$ cat config.mk
export PLATFORM = sky130hd
export DESIGN_NAME = timer_ctrl
export DESIGN_NICKNAME = d
export VERILOG_FILES = /design/src/rtl/timer_ctrl.sv
export SDC_FILE = /design/constraint.sdc
export NUM_CORES = 1
export LEC_CHECK = 0
export ABC_AREA = 1
export CAP_MARGIN = 20
export CORE_MARGIN = 2
export CORE_UTILIZATION = 35
export CTS_BUF_LIST = sky130_fd_sc_hd__clkbuf_8
export DETAILED_ROUTE_END_ITERATION = 10
export SLEW_MARGIN = 20
export SYNTH_ARGS = -nofsm -noshare
export SYNTH_HDL_FRONTEND = slang
export SYNTH_SLANG_ARGS = --single-unit
$ cat constraint.sdc
create_clock -name clk -period 1.8 [get_ports clk]
set_clock_uncertainty 0.1 [all_clocks]
set_input_delay 0.18 -clock clk [delete_from_list [all_inputs] [get_ports clk]]
set_output_delay 0.18 -clock clk [all_outputs]
set_load 0.05 [all_outputs]
$ cat src/rtl/timer_ctrl.sv
// -----------------------------------------------------------------------------
// timer_ctrl -- front-end control stage for the stopwatch counter chain.
//
// Synchronises and debounces the start/stop and clear push-buttons. It runs an
// IDLE/RUN/PAUSE state machine and divides clk into one-cycle count ticks,
// which are emitted only while running. It also issues a one-cycle clear pulse
// to the counter chain.
//
// Optional feature (macro TIMER_LAP_EN): adds a lap button that toggles a
// display-freeze "hold" flag while running.
//
// Parameters:
//   TICK_DIV  - clk cycles per count tick (>= 2)
//   DB_CYCLES - consecutive stable cycles to accept a button change (>= 2)
//
// Ports:
//   clk      in   system clock, rising edge
//   rst      in   synchronous active-high reset
//   btn_ss   in   raw start/stop button (asynchronous, active-high)
//   btn_clr  in   raw clear button (asynchronous, active-high)
//   btn_lap  in   raw lap button (TIMER_LAP_EN only)
//   hold     out  display hold flag (TIMER_LAP_EN only)
//   tick     out  one-cycle count-enable pulse to the seconds counter
//   clr      out  one-cycle clear pulse to the counter chain
//   running  out  high while state is RUN
//   state    out  00 IDLE, 01 RUN, 10 PAUSE
// -----------------------------------------------------------------------------
module timer_ctrl #(
    parameter int TICK_DIV  = 100000000,
    parameter int DB_CYCLES = 2000000
) (
    input  logic       clk,
    input  logic       rst,
    input  logic       btn_ss,
    input  logic       btn_clr,
`ifdef TIMER_LAP_EN
    input  logic       btn_lap,
    output logic       hold,
`endif
    output logic       tick,
    output logic       clr,
    output logic       running,
    output logic [1:0] state
);

    localparam int PW = $clog2(TICK_DIV);
    localparam int DW = $clog2(DB_CYCLES);
    localparam logic [PW-1:0] PRESC_MAX = PW'(TICK_DIV - 1);
    localparam logic [DW-1:0] DB_MAX    = DW'(DB_CYCLES - 1);

    localparam int B_SS  = 0;
    localparam int B_CLR = 1;
`ifdef TIMER_LAP_EN
    localparam int B_LAP = 2;
    localparam int NBTN  = 3;
`else
    localparam int NBTN  = 2;
`endif

    typedef enum logic [1:0] {
        S_IDLE  = 2'b00,
        S_RUN   = 2'b01,
        S_PAUSE = 2'b10
    } state_t;

    logic [NBTN-1:0] btn_raw;
    logic [NBTN-1:0] press;

`ifdef TIMER_LAP_EN
    assign btn_raw = {btn_lap, btn_clr, btn_ss};
`else
    assign btn_raw = {btn_clr, btn_ss};
`endif

    // -------------------------------------------------------------------------
    // Per-button input path: 2-flop synchroniser, debounce counter, and a
    // registered rising-edge detect. The edge detect works on a delayed copy
    // of the debounced level, so the press pulse lands DB_CYCLES+3 edges
    // after the raw rise.
    // -------------------------------------------------------------------------
    genvar gi;
    generate
        for (gi = 0; gi < NBTN; gi++) begin : g_btn
            logic          sync1_reg;
            logic          sync2_reg;
            logic          level_reg;
            logic          level_d1_reg;
            logic          level_d2_reg;
            logic          press_reg;
            logic [DW-1:0] cnt_reg;

            always_ff @(posedge clk) begin
                if (rst) begin
                    sync1_reg    <= 1'b0;
                    sync2_reg    <= 1'b0;
                    level_reg    <= 1'b0;
                    level_d1_reg <= 1'b0;
                    level_d2_reg <= 1'b0;
                    press_reg    <= 1'b0;
                    cnt_reg      <= '0;
                end else begin
                    sync1_reg <= btn_raw[gi];
                    sync2_reg <= sync1_reg;

                    // Any agreement between the synchronised input and the
                    // accepted level restarts the stability count.
                    if (sync2_reg == level_reg) begin
                        cnt_reg <= '0;
                    end else if (cnt_reg == DB_MAX) begin
                        level_reg <= sync2_reg;
                        cnt_reg   <= '0;
                    end else begin
                        cnt_reg <= cnt_reg + DW'(1);
                    end

                    level_d1_reg <= level_reg;
                    level_d2_reg <= level_d1_reg;
                    press_reg    <= level_d1_reg & ~level_d2_reg;
                end
            end

            assign press[gi] = press_reg;
        end
    endgenerate

    logic ss_press;
    logic clr_press;
    assign ss_press  = press[B_SS];
    assign clr_press = press[B_CLR];

`ifdef TIMER_LAP_EN
    logic lap_press;
    logic hold_reg;
    assign lap_press = press[B_LAP];
    assign hold      = hold_reg;
`endif

    // -------------------------------------------------------------------------
    // State machine, prescaler and registered outputs.
    // Tick and prescaler updates are decided from the pre-edge state. A
    // prescaler wrap on the same edge that leaves RUN therefore still
    // produces its tick.
    // -------------------------------------------------------------------------
    state_t        state_reg;
    logic [PW-1:0] presc_reg;
    logic          tick_reg;
    logic          clr_reg;
    logic          running_reg;

    always_ff @(posedge clk) begin
        if (rst) begin
            state_reg   <= S_IDLE;
            presc_reg   <= '0;
            tick_reg    <= 1'b0;
            clr_reg     <= 1'b0;
            running_reg <= 1'b0;
`ifdef TIMER_LAP_EN
            hold_reg    <= 1'b0;
`endif
        end else begin
            tick_reg <= (state_reg == S_RUN) && (presc_reg == PRESC_MAX);
            clr_reg  <= clr_press;

            case (state_reg)
                S_RUN:   presc_reg <= (presc_reg == PRESC_MAX) ? '0 : presc_reg + PW'(1);
                S_PAUSE: presc_reg <= presc_reg;   // keep the partial second
                default: presc_reg <= '0;
            endcase

            // Clear has priority; a simultaneous start/stop press is dropped.
            if (clr_press) begin
                state_reg   <= S_IDLE;
                running_reg <= 1'b0;
            end else if (ss_press) begin
                case (state_reg)
                    S_RUN: begin
                        state_reg   <= S_PAUSE;
                        running_reg <= 1'b0;
                    end
                    default: begin
                        state_reg   <= S_RUN;
                        running_reg <= 1'b1;
                    end
                endcase
            end

`ifdef TIMER_LAP_EN
            if (clr_press) begin
                hold_reg <= 1'b0;
            end else if (lap_press && state_reg == S_RUN) begin
                hold_reg <= ~hold_reg;
            end
`endif
        end
    end

    assign tick    = tick_reg;
    assign clr     = clr_reg;
    assign running = running_reg;
    assign state   = state_reg;

endmodule

==> impl_metrics.ini <==
[global_route]
first_global_vias = 4041
antenna_found_initial = 0
grt_util_all_layers_pct = 15.4
grt_start_max_net_pins = 27
grt_pass1_wl_um = 18100
overflow = 0

[synthesis]
synth_area_um2 = 4590
synth.distinct_cells = 40
synth_fp_nets = 692
synth-seq-cells = 85
ys_seq_area_share_pct = 37.1
syn_inst = 685
syn_area_per_cell_um2 = 6.70
yosysWarnings = 0

[placed_design]
place.port_buffers = 8
placed_area_um2 = 4900
dp_cells = 864
dp_hpwl_um = 7730
routabilityCongestion = 0.834

[cts]
clkLatencyLatePin_ps = 360
postCtsSetupBuffers = 0
clock_path_buffers = 2
cts_buffers = 9
root_buffer = clkbuf_8
cts_max_level = 3
cts.sinks = 85
tritoncts = done
cts_hold_buffers = 0
path_clk_slew_ps = 90

[timing]
tightest_slew_ps = 500
timing.max_slew.rel_slack_pct = 66.6
rsz0062_at_grt = false
setup_viol = 0
min_period_ps = 1730
fmax_ghz = 0.577
fin_tns_setup_ps = 0
final_max_slew_viol_count = 0
final-hold-violation-count = 0
finalCritPeriodShare_pct = 96.3

[die]
num_rows = 41
dieArea_um2 = 14100
die_y_um = 119
start_util_pct = 36.1
ios = 9
core_um2 = 12700
die_w_um = 119

[power_and_ir_drop]
power_density_nw_per_um2 = 629
p_leak_nw = 1.71
total_power_w = 0.00321
ir_worst_vdd_v = 0.000362

[critical_path]
slowest_delay_ps = 790
timing.critical_path.max_delay_family = buffers and inverters
crit_path_cell_trace = clkdlybuf4s50_1
critPathRequiredTime_ps = 1520
crit_path_top_delay_cell = clkdlybuf4s50_1
worstSetupEndpointType = output port
critPathMaxFanout = 1
critPathArrivalTime_ps = 1450
critPathBufInv = 1
crit_type = reg2out
worstSetupStartpointType = flop

[route]
ant_nets = 0
drt_pass1_iterations = 4
drt_iter0_markers = 337
wl_met2_um = 4940
top_layer = met4
avgViaCountPerCell = 4.80
drc_errors = 0
route.met3.wl_um = 406
vias = 4221
wl_met1_um = 4800
wl_per_cell_um = 11.7
wirelength_um = 10300

[job]
drv_cap = 0

[finish]
fin_area_um2 = 5110
largest_reg_flops = 42
seq_area_um2 = 1710
multiInputGateArea_um2 = 2470
drive_above_1_share_pct = 11.0
antennaDiodeCount = 0
instances_no_fill = 880
area_growth_pct = 11.2
nNetsFinal = 710
fill_cells = 1374
fin_util_pct = 40.1

[min_path]
hold_class = in2reg

[outcome]
status = finished clean
## path summary, 6_finish.rpt
kind,cells after the start,startpoint,slack (ps),to
max,1,tick,70,tick
min,3,btn_clr,270,g_btn[1].sync1_reg
max reg2reg,9,g_btn[0].cnt_reg[0],130,g_btn[0].cnt_reg[2]
min reg2reg,1,g_btn[0].level_d2_reg,300,g_btn[0].press_reg
## timing repair
item	4_1_cts	5_1_grt
gates resized for setup	0	8
endpoints found under the setup margin	0	40
endpoints found under the hold margin	0	0
## final cells by class
type | instances | area share [%]
Sequential cell | 85 | 33.4
Clock inverter | 6 | 0.882
Clock buffer | 10 | 2.70
Inverter | 91 | 6.74
Timing Repair Buffer | 20 | 3.72
Tap cell | 172 | 4.21
Multi-Input combinational cell | 496 | 48.3
## cell families (layout without fill, tap and decap cells)
kind of cell	count (synthesis)	count (layout)	share of synthesized area [%]
flip-flops	85	85	37.1
AND/OR/NAND/NOR	411	411	41.3
AO/OA/AOI/OAI	64	64	7.93
adder cells (fa/ha/maj)	3	3	0.818
XOR/XNOR	18	18	3.43
buffers and inverters	104	127	9.45
## routing by layer
layer  up-vias  GRT usage [%]
li1       2202              -
met1      1913           19.2
met2        91           26.0
met3        15           4.10
met4         0           4.61
met5         -              0
## per-stage QoR
stage / hold slack, ps / setup slack (ps)
after global routing: 249 / 3.37
final: 270 / 66.2
after floorplan: 187 / 142
after detailed placement: 287 / 74.7
after CTS: 255 / 34.1
after global placement: 281 / 149
## Yosys cell counts, drive strengths merged
cell	instances	area [um^2]
nand3	59	313
inv	91	344
o21bai	1	11.3
nand3b	4	30.0
a211oi	1	7.51
nand4	18	119
clkbuf	2	7.51
xnor2	4	35.0
ha	3	37.5
a21o	2	15.0
a21oi	47	265
or2	5	31.3
nor3b	3	22.5
nand2	177	684
xor2	14	123
buf	11	82.6
dfxtp	85	1700
o21ai	13	65.1
nor3	23	156
and2	2	12.5
nor2	118	515
nor4	2	12.5
## cell usage in the layout (no fill, tap or decap), types with 5 or more instances in the layout
master / netlist / layout
xor2_1: 14 / 14
nor3_1: 16 / 16
dfxtp_1: 85 / 82
a21oi_1: 39 / 39
nand3_1: 57 / 56
nand2_1: 171 / 171
nor3_2: 6 / 6
clkbuf_8: 0 / 10
nand2_2: 5 / 5
a21oi_2: 8 / 8
nor2_2: 7 / 8
nor2_1: 106 / 105
o21ai_0: 13 / 13
nand4_1: 17 / 17
buf_4: 3 / 13
inv_1: 89 / 89
## power breakdown
part | total [W] | switching, W | leakage [nW] | internal (W)
clock network | 0.00128 | 0.000729 | 0.0970 | 0.000550
registers | 0.00189 | 0.00000297 | 0.687 | 0.00188
logic | 0.0000479 | 0.0000305 | 0.921 | 0.0000174
total | 0.00321 | 0.000763 | 1.71 | 0.00245
Power figures use the tool's default switching activity.
